==> src/rtl/spi_master_param.sv <==
// spi_master_param: parameterised SPI master supporting all four CPOL/CPHA modes,
// selectable bit order and a decoded active-low slave select.
module spi_master_param #(
    parameter int DATA_W  = 8,
    parameter int CLK_DIV = 4,
    parameter int NUM_SS  = 1
) (
    input  logic                                        clk,
    input  logic                                        rst,
    input  logic                                        start,
    input  logic                                        cpol,
    input  logic                                        cpha,
    input  logic                                        lsb_first,
    input  logic [(NUM_SS > 1 ? $clog2(NUM_SS) : 1)-1:0] ss_sel,
    input  logic [DATA_W-1:0]                           data_in,
    input  logic                                        miso,
    output logic                                        sclk,
    output logic                                        mosi,
    output logic [NUM_SS-1:0]                           ss_n,
    output logic                                        busy,
    output logic                                        done,
    output logic [DATA_W-1:0]                           data_out
);
    localparam int SS_W  = NUM_SS > 1 ? $clog2(NUM_SS) : 1;
    localparam int DIV_W = CLK_DIV > 1 ? $clog2(CLK_DIV) : 1;
    localparam int EDGES = 2 * DATA_W;
    localparam int EC_W  = $clog2(EDGES + 1);

    typedef enum logic [2:0] {IDLE, LEAD, XFER, TRAIL, DONE} state_t;

    state_t              state_q, state_d;
    logic [DIV_W-1:0]    div_q, div_d;
    logic [EC_W-1:0]     edge_q, edge_d;
    logic [DATA_W-1:0]   tx_q, tx_d, rx_q, rx_d, data_out_q, data_out_d, tx_shift;
    logic [NUM_SS-1:0]   ss_n_q, ss_n_d, sel_n;
    logic                sclk_q, sclk_d, mosi_q, mosi_d, busy_q, busy_d, done_q, done_d;
    logic                cpol_q, cpol_d, cpha_q, cpha_d, lsb_q, lsb_d;
    logic                tc, lead, edge_now, sample, shift;

    always_comb begin
        tc       = div_q == DIV_W'(CLK_DIV - 1);
        lead     = !edge_q[0];
        // sclk toggles at every terminal count from the end of LEAD until all edges are made
        edge_now = tc && (state_q == LEAD || (state_q == XFER && edge_q != EC_W'(EDGES)));
        sample   = edge_now && (lead != cpha_q);
        shift    = edge_now && (cpha_q ? lead && edge_q != '0 : !lead && edge_q != EC_W'(EDGES - 1));
        tx_shift = lsb_q ? tx_q >> 1 : tx_q << 1;
        for (int i = 0; i < NUM_SS; i++) sel_n[i] = ss_sel != SS_W'(i);
        state_d    = state_q;
        cpol_d     = cpol_q;
        cpha_d     = cpha_q;
        lsb_d      = lsb_q;
        ss_n_d     = ss_n_q;
        busy_d     = busy_q;
        done_d     = done_q;
        data_out_d = data_out_q;
        div_d      = (state_q == IDLE || state_q == DONE || tc) ? '0 : div_q + 1'b1;
        sclk_d     = edge_now ? !sclk_q : sclk_q;
        edge_d     = edge_now ? edge_q + 1'b1 : edge_q;
        rx_d       = sample ? (lsb_q ? {miso, rx_q[DATA_W-1:1]} : {rx_q[DATA_W-2:0], miso}) : rx_q;
        tx_d       = shift ? tx_shift : tx_q;
        mosi_d     = shift ? (lsb_q ? tx_shift[0] : tx_shift[DATA_W-1]) : mosi_q;
        case (state_q)
            IDLE: begin
                sclk_d = cpol;
                mosi_d = 1'b0;
                ss_n_d = '1;
                busy_d = 1'b0;
                done_d = 1'b0;
                if (start) begin
                    state_d = LEAD;
                    cpol_d  = cpol;
                    cpha_d  = cpha;
                    lsb_d   = lsb_first;
                    tx_d    = data_in;
                    mosi_d  = lsb_first ? data_in[0] : data_in[DATA_W-1];
                    ss_n_d  = sel_n;
                    busy_d  = 1'b1;
                    edge_d  = '0;
                    rx_d    = '0;
                end
            end
            LEAD:  state_d = tc ? XFER : LEAD;
            XFER:  state_d = (tc && edge_q == EC_W'(EDGES)) ? TRAIL : XFER;
            TRAIL: begin
                if (tc) begin
                    state_d    = DONE;
                    ss_n_d     = '1;
                    done_d     = 1'b1;
                    data_out_d = rx_q;
                    mosi_d     = 1'b0;
                end
            end
            DONE: begin
                state_d = IDLE;
                done_d  = 1'b0;
                busy_d  = 1'b0;
                sclk_d  = cpol;
            end
            default: state_d = IDLE;
        endcase
    end

    always_ff @(posedge clk) begin
        if (!rst) begin
            state_q    <= IDLE;
            div_q      <= '0;
            edge_q     <= '0;
            tx_q       <= '0;
            rx_q       <= '0;
            data_out_q <= '0;
            ss_n_q     <= '1;
            sclk_q     <= 1'b0;
            mosi_q     <= 1'b0;
            busy_q     <= 1'b0;
            done_q     <= 1'b0;
            cpol_q     <= 1'b0;
            cpha_q     <= 1'b0;
            lsb_q      <= 1'b0;
        end else begin
            state_q    <= state_d;
            div_q      <= div_d;
            edge_q     <= edge_d;
            tx_q       <= tx_d;
            rx_q       <= rx_d;
            data_out_q <= data_out_d;
            ss_n_q     <= ss_n_d;
            sclk_q     <= sclk_d;
            mosi_q     <= mosi_d;
            busy_q     <= busy_d;
            done_q     <= done_d;
            cpol_q     <= cpol_d;
            cpha_q     <= cpha_d;
            lsb_q      <= lsb_d;
        end
    end

    assign sclk     = sclk_q;
    assign mosi     = mosi_q;
    assign ss_n     = ss_n_q;
    assign busy     = busy_q;
    assign done     = done_q;
    assign data_out = data_out_q;
endmodule

==> config.mk <==
export PLATFORM = sky130hd
export DESIGN_NAME = spi_master_param
export DESIGN_NICKNAME = d
export VERILOG_FILES = /design/src/rtl/spi_master_param.sv
export SDC_FILE = /design/constraint.sdc
export NUM_CORES = 1
export LEC_CHECK = 0
export CORE_MARGIN = 1
export CORE_UTILIZATION = 50
export DETAILED_ROUTE_END_ITERATION = 7
export PLACE_DENSITY = 0.73
export SLEW_MARGIN = 30
export SYNTH_ARGS = -nofsm -noshare
export SYNTH_HDL_FRONTEND = slang
export SYNTH_SLANG_ARGS = --single-unit
==> constraint.sdc <==
create_clock -name clk -period 4 [get_ports clk]
set_input_delay 0.6 -clock clk [delete_from_list [all_inputs] [get_ports clk]]
set_output_delay 0.6 -clock clk [all_outputs]
set_load 0.03 [all_outputs]
* After elaboration in Yosys (flattened, before gate mapping)
Cells that the tools add are included.
** Storage, ports and cells
- Output and inout bits :: 13
- Logic and storage cells :: 83
- Flip-flop bits (word level) :: 41
** Operators by class
- Reductions and logical operators :: 25
- Multiplexer cells :: 31
- Bitwise logic cells :: 1
- Add/subtract/negate cells :: 2
- Equality and inequality tests :: 11
** Operators by type and width (number)
- $mux 8 :: 8
- $mux 5 :: 3
- $mux 1 :: 12
- $pmux 3 s4 :: 1
- $reduce_and 2->1 :: 5
- $pmux 1 s2 :: 4
- $reduce_bool 2->1 :: 4
- $logic_and 1x1->1 :: 7
- $eq 3x2->1 const B :: 2
- $mux 3 :: 2
- $add 5x1->5 const B :: 1
- $eq 5x5->1 const B :: 1
- $ne 5x4->1 const B :: 1
- $ne 5x5->1 const B :: 1
- $reduce_bool 5->1 :: 1
- $ne 2x2->1 const B :: 2
- $reduce_or 2->1 :: 2
- $eq 3x1->1 const B :: 1
- $eq 3x3->1 const B :: 1
- $logic_not 3->1 :: 1
- $logic_or 1x1->1 :: 3
- $add 2x1->2 const B :: 1
- $eq 2x2->1 const B :: 1
- $logic_not 1->1 :: 2
- 3 further kinds :: 3

* Longest topological paths before layout
Gate-level depths: netlist of the first run.
- Depth in word-level cells :: 8
- Depth in mapped cells :: 8
- Mapped depth without buffers :: 7

* Least setup slack after synthesis of the first run
No wires, ideal clock.
- Path type :: reg2reg
- From :: register edge_q[0]
- To :: register (tool-made name)
- Arrival :: 1.765 ns
- Stages on the path, launching flop included :: 9
- Setup slack :: 2.135 ns
- Path buffers :: 1
- Required time :: 3.900 ns
- Cells stage by stage :: dfxtp_1 -> ha_1 -> and3_1 -> ha_1 -> nor3b_1 -> a31oi_2 -> or2_1 -> buf_4 -> a2111oi_4
** RTL lines
- start, declared :: line 33 : logic [EC_W-1:0] edge_q, edge_d;
- start signal, assigned :: line 123 : edge_q <= edge_d;

* Final worst setup path of the first run
- From :: register state_q[1]
- To :: register edge_q[4]
** On the way
- Word-level cells in the longest chain between the ends :: 7
** RTL lines
- start, declared :: line 31 : state_t state_q, state_d;
- start signal, assigned :: line 121 : state_q <= state_d;
- $eq 3x2->1 :: line 44 : edge_now = tc && (state_q == LEAD || (state_q == XFER && edge_q != EC_W'(EDGES)));
- $logic_and 1x1->1 :: line 44
- $logic_or 1x1->1 :: line 44
- $logic_and 1x1->1 :: line 44
- $mux 5 :: line 59 : edge_d = edge_now ? edge_q + 1'b1 : edge_q;
- $mux 5 :: line 70 : if (start) begin
- $mux 5 * :: line 63 : case (state_q)
Every way passes the cells marked *; elsewhere a longest branch is shown, timed or not.
A chain may end at the register's enable or synchronous reset.

==> results.md, run 1 <==
* Die width at 66.98 um
* Post-Route Setup TNS at 0 ns
* P_int at just under 0.0006 W
* Avg Cell Area, Syn at 8.869 um^2
* Startpoint Class: flop
* Combinational Power Share at 0.104
* CP required at 4.21 ns
* CP max stage cell: or3_1
* Drc violations at 0
* Worst slew pin tran at 0.8959 ns
* Clock power share at 0.347
* Fin crit period at 2.392 ns
* CP Cell Sequence: or2_1, or3_1, nand2_1, a211oi_1
* Leakage power at 0.7740 nW
* Antenna Cells at 0
* P&R area growth vs syn at 14.05%
* Post-synth top area cell: dfxtp_1
* Worst Path Arrival at 2.60 ns
* CTS Buf Count at 5
* Gate Count Post-Synth at about 240
* Initial core utilization at 0.5239
* Syn nets at 258
* Total gr overflow at 0
* RePlAce Congestion at 0.7596
* Worst hold path startpoint: div_q[0]$_SDFF_PP0_
* Area share of the largest cell type after synthesis at 0.3889
* Post-synth EDFFs at 0
* Site Rows at 23
* Maximum vdd drop at 175.9 uV
* Largest net degree at the start of global routing at 28
* Pins Over Slew Limit at 0
* Core Box Area at between 4000 and 5000 um^2
* DRT Pass-1 Iters at 4
* Clock Skews at between 0.006 and 0.007 ns
* # Post-CTS Setup Buffers at 0
* Post-route ant nets at 0
* Slew margin rel. at 0.4009
* Kind of critical path: reg2reg
* Synth unique cells at 43
* Num Clock Sinks at 41
* Commonest cells in the netlist: dfxtp_1, nand2_1, a21oi_1
* Fmax at 0.4180 GHz
* Synth top area cells: dfxtp_1, a21oi_1, nand2_1
* Yosys reg bits at a little over 40
* Drt initial violations at 125
* CTS tree: done
* IO Pins at 29
* All-Layer GR Usage at 0.2037
* First-pass GRT wire length at 7003 um
* Crit-path max cell delay at 0.56 ns
* Hold WC Path Type: reg2reg
* WHS at 0.4475 ns
* Most frequent cell after synthesis: dfxtp_1
* Clk_lat worst skew at 0.29 ns
* Drt wl/cell at 13.64 um
* Antenna violations before repair at 0
* H-tree depth at 2
* Layout cells sized above 1 at 0.09804
* Clock Tree Buf Depth at 2
* Outcome: finished, final reports clean
* Most used DFF post-synth: dfxtp_1
* Net Sw Power at around 0.00021 W
* Vias in the first global route at about 1,500
* Die height at ~67 um
* Final wirelength at 4159 um
* Peak fanout along the critical path at 20
* Vias per cell at about 5.7
* Die Area at 4486 um^2
* Final setup violation count at 0
* Synthesis Warnings at 0
* Asr flop ratio synth at 0
* Post-CTS Hold Fix Bufs at 0
* Sw frac at 0.2621
* Nets@finish at 274
* Post-detail-place hpwl at 2797 um
* Mapped cell area at 2111 um^2
* Post-cts resize count at 0
* Pwr Density at 326.6 nW/um^2
* Routed vias at 1,729
* IO Port Bufs at 28
* Root Buffer: clkbuf_8
* Fin. Hold Viols at 0
* Worst Setup End Kind: flop
* Reg2reg start: state_q[1]$_SDFFE_PN0P_
* Reg clk slew, reported paths at 0.09 ns
* Reg power frac at 0.549
* Critical Path Start: state_q[1]$_SDFFE_PN0P_
* Max Cap Viol at 0
* RSZ-0062 raised after global routing: no
* Register area share after synthesis at 0.3889
* Tcrit/Tclk final at 0.5981
kinds of logic (layout without fill, tap and decap cells):
kind of cell | Yosys count | count (layout) | synth area share
buffers and inverters | 28 | 45 | 0.08418
AO/OA/AOI/OAI | 66 | 66 | 0.2087
multiplexers | 15 | 15 | 0.07529
AND/OR/NAND/NOR | 80 | 80 | 0.2027
flip-flops | 41 | 41 | 0.3889
adder cells (fa/ha/maj) | 4 | 4 | 0.02371
XOR/XNOR | 4 | 4 | 0.01660
metrics by stage:
stage / setup slack (ns) / area (um^2) / total power (W) / instances / util
6_report: 1.608 / 2407 / 0.0007863 / 305 / 0.5975
4_1_cts: 1.595 / 2400 / 0.0007886 / 305 / 0.5957
3_3_place_gp: 1.399 / 2313 / 0.0005221 / 297 / 0.5742
5_1_grt: 1.389 / 2407 / 0.0008130 / 305 / 0.5975
3_5_place_dp: 1.391 / 2313 / 0.0005229 / 297 / 0.5742
2_1_floorplan: 2.135 / 2111 / 0.0004977 / 238 / -
critical path, delay by kind of cell, from the launching register on:
kind,cells,cell delay [ns]
AOI/OAI and AO/OA,1,0.34
and+or+nand+nor,3,1.41
DFF,1,0.55
worst paths after layout:
kind | slack, ns | end | cells past startpoint
min | 0.45 | div_q[0]$_SDFF_PP0_ | 1
max reg2reg | 1.61 | edge_q[4]$_SDFF_PN0_ | 4
min reg2reg | 0.45 | div_q[0]$_SDFF_PP0_ | 1
max | 1.61 | edge_q[4]$_SDFF_PN0_ | 4
cell type report:
class / instances / area [um^2]
clock buffers: 5 / 68.82
well taps: 50 / 62.56
inverters: 8 / 30.03
flip-flops and latches: 41 / 820.8
multi-input cells: 169 / 1120
clock inverters: 3 / 17.52
fillers: 368 / 1622
repair buffers: 29 / 287.8
power groups by stage:
| stage | combinational [W] | clock (W) | sequential, W |
|---|---|---|---|
| 2_1_floorplan | 0.0000579 | 0 | 0.000440 |
| 3_3_place_gp | 0.0000813 | 0 | 0.000441 |
| 3_5_place_dp | 0.0000818 | 0 | 0.000441 |
| 4_1_cts | 0.0000821 | 0.000275 | 0.000431 |
| 5_1_grt | 0.0000898 | 0.000290 | 0.000434 |
| 6_report | 0.0000817 | 0.000273 | 0.000432 |
metal layers:
| layer | vias up | part of all wire | track usage |
|---|---|---|---|
| met4 | 0 | 0.0089 | 0.06383 |
| met2 | 26 | 0.47 | 0.3396 |
| met3 | 7 | 0.032 | 0.04281 |
| met1 | 802 | 0.49 | 0.2594 |
| met5 | - | 0 | 0 |
| li1 | 894 | - | - |
layout by cell type, fill, tap and decap left out, types with 7 or more instances in the layout:
master / synthesis / final
o211ai_1: 7 / 7
nand2_1: 32 / 32
mux2_2: 7 / 7
inv_1: 8 / 8
o21ai_0: 13 / 13
dfxtp_1: 41 / 41
mux2i_1: 8 / 8
clkdlybuf4s50_1: 0 / 28
nand3_1: 13 / 13
a21oi_1: 24 / 24
or3_1: 13 / 13
flip-flops by register name, indices dropped and copies added (netlist names), named ones only:
name / count
edge_q: 5
data_out: 8
cpha_q: 1
tx_q: 8
rx_q: 8
done: 1
busy: 1
lsb_q: 1
ss_n: 1
state_q: 3
div_q: 2
sclk: 1
Power figures use the tool's default switching activity.
==> run 2: changes to the inputs <==
--- a/config.mk
+++ b/config.mk
@@ -6,9 +6,9 @@
 export NUM_CORES = 1
 export LEC_CHECK = 0
 export CORE_MARGIN = 1
-export CORE_UTILIZATION = 50
+export CORE_UTILIZATION = 49
 export DETAILED_ROUTE_END_ITERATION = 7
-export PLACE_DENSITY = 0.73
+export PLACE_DENSITY = 0.74
 export SLEW_MARGIN = 30
 export SYNTH_ARGS = -nofsm -noshare
 export SYNTH_HDL_FRONTEND = slang
==> constraint.sdc (replaced) <==
create_clock -name clk -period 2.18 [get_ports clk]
set_input_delay 0.327 -clock clk [delete_from_list [all_inputs] [get_ports clk]]
set_output_delay 0.327 -clock clk [all_outputs]
set_load 0.03 [all_outputs]
==> run 2 against run 1 <==
Compared with the run above:
- sequential power is 83% higher
- global-route usage is 0.73 points higher
- cell count is 3.6% higher
- non-clock buffer count is 11 higher
- maximum frequency is 21% higher
- register-to-register slack worse by 1.4 ns
- worst hold slack worse by 0.0051 ns
- core utilization is 2.2 points higher
- count of clock-buffer cells in the layout is 2 higher
==> results.md, run 2 (synthesis results as in run 1) <==
* Maximum vdd drop at 458.5 uV
* Antenna violations before repair at 0
* Hold path cells at 1
* Final wirelength at 4403 um
* Worst slew pin tran at 0.4463 ns
* Sequential Area at 820.8 um^2
* Startpoint Class: flop
* Hold WC Path Type: reg2reg
* Max Cap Viol at 0
* Num Clock Sinks at 41
* Tcrit/Tclk final at 0.9044
* Worst R2R Path Depth at 8
* IO Pins at 29
* Power Total at 0.001590 W
* Die Area at 4574 um^2
* Core Box Area at around 4000 um^2
* # Post-CTS Setup Buffers at 0
* IO Port Bufs at 28
* Worst Setup End Kind: flop
* Final worst slack at 0.2085 ns
* Final Non-Filler Cells at 316
* Antenna Cells at 0
* Pwr Density at between 600 and 700 nW/um^2
* RSZ-0062 raised after global routing: no
* Site Rows at 23
* Pins Over Slew Limit at 0
* Total gr overflow at 0
* Post-Route Setup TNS at 0 ns
* Fin. Hold Viols at 0
* CTS Buf Count at 5
* Initial core utilization at 0.5202
* Nets@finish at 285
* Worst hold path startpoint: div_q[0]$_SDFF_PP0_
* Reg clk slew, reported paths at 0.08 ns
* Filler cell count at 359
* Peak fanout along the critical path at 11
* All-Layer GR Usage at 0.2110
* Post-DP Area at 2396 um^2
* Pre-CTS WS at just over 0.2 ns
* Routed vias at 1,800
* DRT Pass-1 Iters at 4
* Clock Skews at 0.01118 ns
* Die width at 67.64 um
* Vias per cell at about 5.7
* Design Area, Final at 2512 um^2
* Drt wl/cell at 13.93 um
* Placed cells at 308
* Layout cells sized above 1 at 0.1278
* Vias in the first global route at 1,616
* Root Buffer: clkbuf_8
* P&R area growth vs syn at 19.03%
* Clock Tree Buf Depth at 2
* Most frequent cells in the layout: dfxtp_1, nand2_1, clkdlybuf4s50_1
* Outcome: finished, final reports clean
* Drt initial violations at 110
* Fmax at approximately 0.5 GHz
* Post-detail-place hpwl at 2980 um
* Multi-input logic area at 1112 um^2
* CP required at 2.40 ns
* CTS tree: done
* Post-route ant nets at 0
* Drc violations at 0
* Post-cts resize count at 0
* R2r endpoint: tx_q[0]$_SDFF_PN0_
* First-pass GRT wire length at between 7000 and 8000 um
* Fin crit period at 1.972 ns
* Post-CTS Hold Fix Bufs at 0
* Clk_lat worst skew at 0.29 ns
* Worst Hold End: div_q[0]$_SDFF_PP0_
* Largest net degree at the start of global routing at 26
* Kind of critical path: reg2reg
* Slew margin rel. at 0.7012
* Die height at 67.64 um
* Reg2Reg Setup Slack at 0.21 ns
* Worst Path Arrival at about 2.2 ns
* RePlAce Congestion at roughly 0.75
* H-tree depth at 2
* Reg2reg start: edge_q[0]$_SDFF_PN0_
* Final setup violation count at 0
* Leakage power at approximately 0.84 nW
* Commonest non-fill, non-tap cell in the layout: dfxtp_1
## run 2: stage by stage
stage | utilization | hold slack, ns
floorplan | - | 0.4069
global placement | 0.5905 | 0.4261
detailed placement | 0.5905 | 0.4278
CTS | 0.6192 | 0.4405
global route | 0.6192 | 0.4722
finish | 0.6192 | 0.4425
## run 2: layout make-up
cell class | count | area share
Multi-Input combinational cell | 169 | 0.4427
Sequential cell | 41 | 0.3267
Timing Repair Buffer | 40 | 0.1474
Clock buffer | 7 | 0.03436
Tap cell | 50 | 0.02490
Clock inverter | 1 | 0.01195
Inverter | 8 | 0.01195
## run 2: worst max-delay path: stages (launching register included)
cell     delay, ns
dfxtp_1       0.35
ha_1          0.22
and3_1        0.18
ha_1          0.18
nor3b_1       0.23
a31oi_2       0.06
buf_4         0.19
or3_1         0.34
a31oi_1       0.17
## run 2: layer usage
layer / wire (um) / GRT usage / vias to the layer above
li1: - / - / 911
met1: 2106 / 0.2680 / 844
met2: 2079 / 0.3601 / 41
met3: 191 / 0.04054 / 4
met4: 27 / 0.05585 / 0
met5: 0 / 0 / -
## run 2: power breakdown
part / switching [W] / internal, W
clock network: 0.000257 / 0.000374
logic: 0.0000846 / 0.0000852
registers: 0.0000202 / 0.000769
## run 2: how the worst max path moves through the flow
stage	startpoint	to	slack, ns
after global routing	edge_q[0]$_SDFF_PN0_	tx_q[0]$_SDFF_PN0_	0.08
after global placement	edge_q[0]$_SDFF_PN0_	flop	0.26
after CTS	edge_q[0]$_SDFF_PN0_	tx_q[0]$_SDFF_PN0_	0.19
after detailed placement	edge_q[0]$_SDFF_PN0_	tx_q[0]$_SDFF_PN0_	0.20
final	edge_q[0]$_SDFF_PN0_	tx_q[0]$_SDFF_PN0_	0.21
after floorplan	edge_q[0]$_SDFF_PN0_	flop	0.32
==> run 3: changes to the inputs <==
--- a/config.mk
+++ b/config.mk
@@ -9,6 +9,7 @@
 export CORE_UTILIZATION = 49
 export DETAILED_ROUTE_END_ITERATION = 7
 export PLACE_DENSITY = 0.74
+export RECOVER_POWER = 50
 export SLEW_MARGIN = 30
 export SYNTH_ARGS = -nofsm -noshare
 export SYNTH_HDL_FRONTEND = slang
==> run 3 against run 2 <==
Compared with the run above:
- non-clock buffer count unchanged
- critical path depth unchanged
- worst setup slack hardly changed
- die area did not move
- sequential share of layout area is 0.36 points higher
==> results.md, run 3 (synthesis results as in run 1) <==
* Tcrit/Tclk final at 0.9046
* Final wirelength at ~4400 um
* RSZ-0062 raised after global routing: no
* CP Cell Sequence: ha_1, and3_1, ha_1, nor3b_1, a31oi_2, buf_4, or3_1, a31oi_1
* Global-route layer with the greatest usage: met2
* Clk_lat worst skew at between 0.2 and 0.3 ns
* R2r endpoint: tx_q[0]$_SDFF_PN0_
* Peak fanout along the critical path at 11
* Worst Path Arrival at around 2.2 ns
* Die Area at approximately 4600 um^2
* Startpoint Class: flop
* Worst R2R Path Depth at 8
* CTS tree: done
* Worst hold path startpoint: div_q[0]$_SDFF_PP0_
* Drt wl/cell at roughly 14 um
* Power Total at roughly 0.0016 W
* Site Rows at 23
* Vias in the first global route at approximately 1,600
* Met2 usage at 0.3601
* Hold path cells at 1
* # Post-CTS Setup Buffers at 0
* Crit path buf inv count at 1
* Worst Hold End: div_q[0]$_SDFF_PP0_
* Outcome: finished, final reports clean
* Drt initial violations at 129
* Layout cells sized above 1 at 0.1090
* Finished Core Util at 0.6124
* Antenna violations before repair at 0
* Fmax at 0.5071 GHz
* Met1 usage in global routing at 0.2680
* IO Port Bufs at 28
* All-Layer GR Usage at 0.2110
* Leakage power at 0.8581 nW
* Commonest non-fill, non-tap cell in the layout: dfxtp_1
* Final Non-Filler Cells at 316
* H-tree depth at 2
* Reg2Reg Setup Slack at 0.21 ns
* Core Box Area at 4058 um^2
* First-pass GRT wire length at 7286 um
* Kind of critical path: reg2reg
* Post-route ant nets at 0
* Post-detail-place hpwl at 2980 um
* Die width at 67.64 um
* Fin crit period at a little under 2 ns
* CP max stage cell: dfxtp_1
* IO Pins at 29
* Worst slew pin tran at 0.7814 ns
* Root Buffer: clkbuf_8
* Worst Setup End Kind: flop
* Die height at between 60 and 70 um
* Antenna Cells at 0
* CTS Buf Count at 5
* Post-cts resize count at 0
* CP dominant cell by count: ha_1
* Fin. Hold Viols at 0
* Max Cap Viol at 0
* Hold WC Path Type: reg2reg
* Nets@finish at 285
* Reg2reg start: edge_q[0]$_SDFF_PN0_
* Routed vias at 1,805
* Pwr Density at around 640 nW/um^2
* Initial core utilization at 0.5202
* DRT Pass-1 Iters at 4
* Clock Skews at 0.01259 ns
* Slew margin rel. at 0.4780
* Pins Over Slew Limit at 0
* Maximum vdd drop at 455.7 uV
* Crit-path max cell delay at between 0.3 and 0.4 ns
* Post-CTS Hold Fix Bufs at 0
* Total gr overflow at 0
* Placed cells at 308
* Final setup violation count at 0
* WHS at 0.4472 ns
* P&R area growth vs syn at 17.72%
* Num Clock Sinks at 41
* Post-Route Setup TNS at 0 ns
* RePlAce Congestion at between 0.7 and 0.8
* Met3 usage at 0.04054
* Largest net degree at the start of global routing at 26
* Drc violations at 0
* CP top delay family: simple AND/OR/NAND/NOR gates
* Clock Tree Buf Depth at 2
* Reg clk slew, reported paths at 0.08 ns
* Vias per cell at 5.712
* Most frequent cells in the layout: dfxtp_1, nand2_1, a21oi_1
* CP required at 2.40 ns
[run 3: cell count changes in the layout (fill, tap and decap cells not counted), moves of 3 or more]
cell | before | now
buf_4 | 12 | 9
clkbuf_1 | 1 | 4
clkdlybuf4s50_1 | 28 | 17
dlygate4sd3_1 | 0 | 11
[run 3: how the worst max path moves through the flow]
stage / start / to / slack [ns] / cells after the start
floorplan: edge_q[0]$_SDFF_PN0_ / flop / 0.32 / 8
global placement: edge_q[0]$_SDFF_PN0_ / flop / 0.26 / 7
detailed placement: edge_q[0]$_SDFF_PN0_ / tx_q[0]$_SDFF_PN0_ / 0.20 / 8
CTS: edge_q[0]$_SDFF_PN0_ / tx_q[0]$_SDFF_PN0_ / 0.19 / 8
global route: state_q[1]$_SDFFE_PN0P_ / tx_q[3]$_SDFF_PN0_ / 0.07 / 6
finish: edge_q[0]$_SDFF_PN0_ / tx_q[0]$_SDFF_PN0_ / 0.21 / 8
[run 3: layer usage]
| metal | vias to the layer above | wire, um |
|---|---|---|
| met3 | 6 | 200 |
| li1 | 908 | - |
| met2 | 49 | 2079 |
| met1 | 842 | 2096 |
| met5 | - | 0 |
| met4 | 0 | 36 |
[run 3: area by class of cell]
| cell class | instances | area [um^2] |
|---|---|---|
| Timing Repair Buffer | 40 | 359.1 |
| Multi-Input combinational cell | 169 | 1096 |
| Inverter | 8 | 30.03 |
| Tap cell | 50 | 62.56 |
| Sequential cell | 41 | 820.8 |
| Clock buffer | 7 | 86.33 |
| Clock inverter | 1 | 30.03 |
| Fill cell | 364 | 1573 |
[run 3: through the flow]
stage / setup slack, ns / area (um^2)
2_1_floorplan: 0.3153 / 2111
3_3_place_gp: 0.2598 / 2396
3_5_place_dp: 0.2038 / 2396
4_1_cts: 0.1864 / 2512
5_1_grt: 0.07201 / 2485
6_report: 0.2080 / 2485
[run 3: worst reg2reg max path: cells and delay by family (launching register included)]
family	cells	cell delay (ns)
AOI/OAI and AO/OA	2	0.23
and+or+nand+nor	3	0.75
DFF	1	0.35
adders and majority gates	2	0.40
buffers and inverters	1	0.19
[run 3: where the power goes]
| part | total (W) | switching [W] | leakage (nW) | internal [W] |
|---|---|---|---|---|
| Combinational | 0.000164 | 0.0000835 | 0.466 | 0.0000808 |
| Clock | 0.000633 | 0.000259 | 0.0585 | 0.000374 |
| Sequential | 0.000789 | 0.0000202 | 0.333 | 0.000769 |
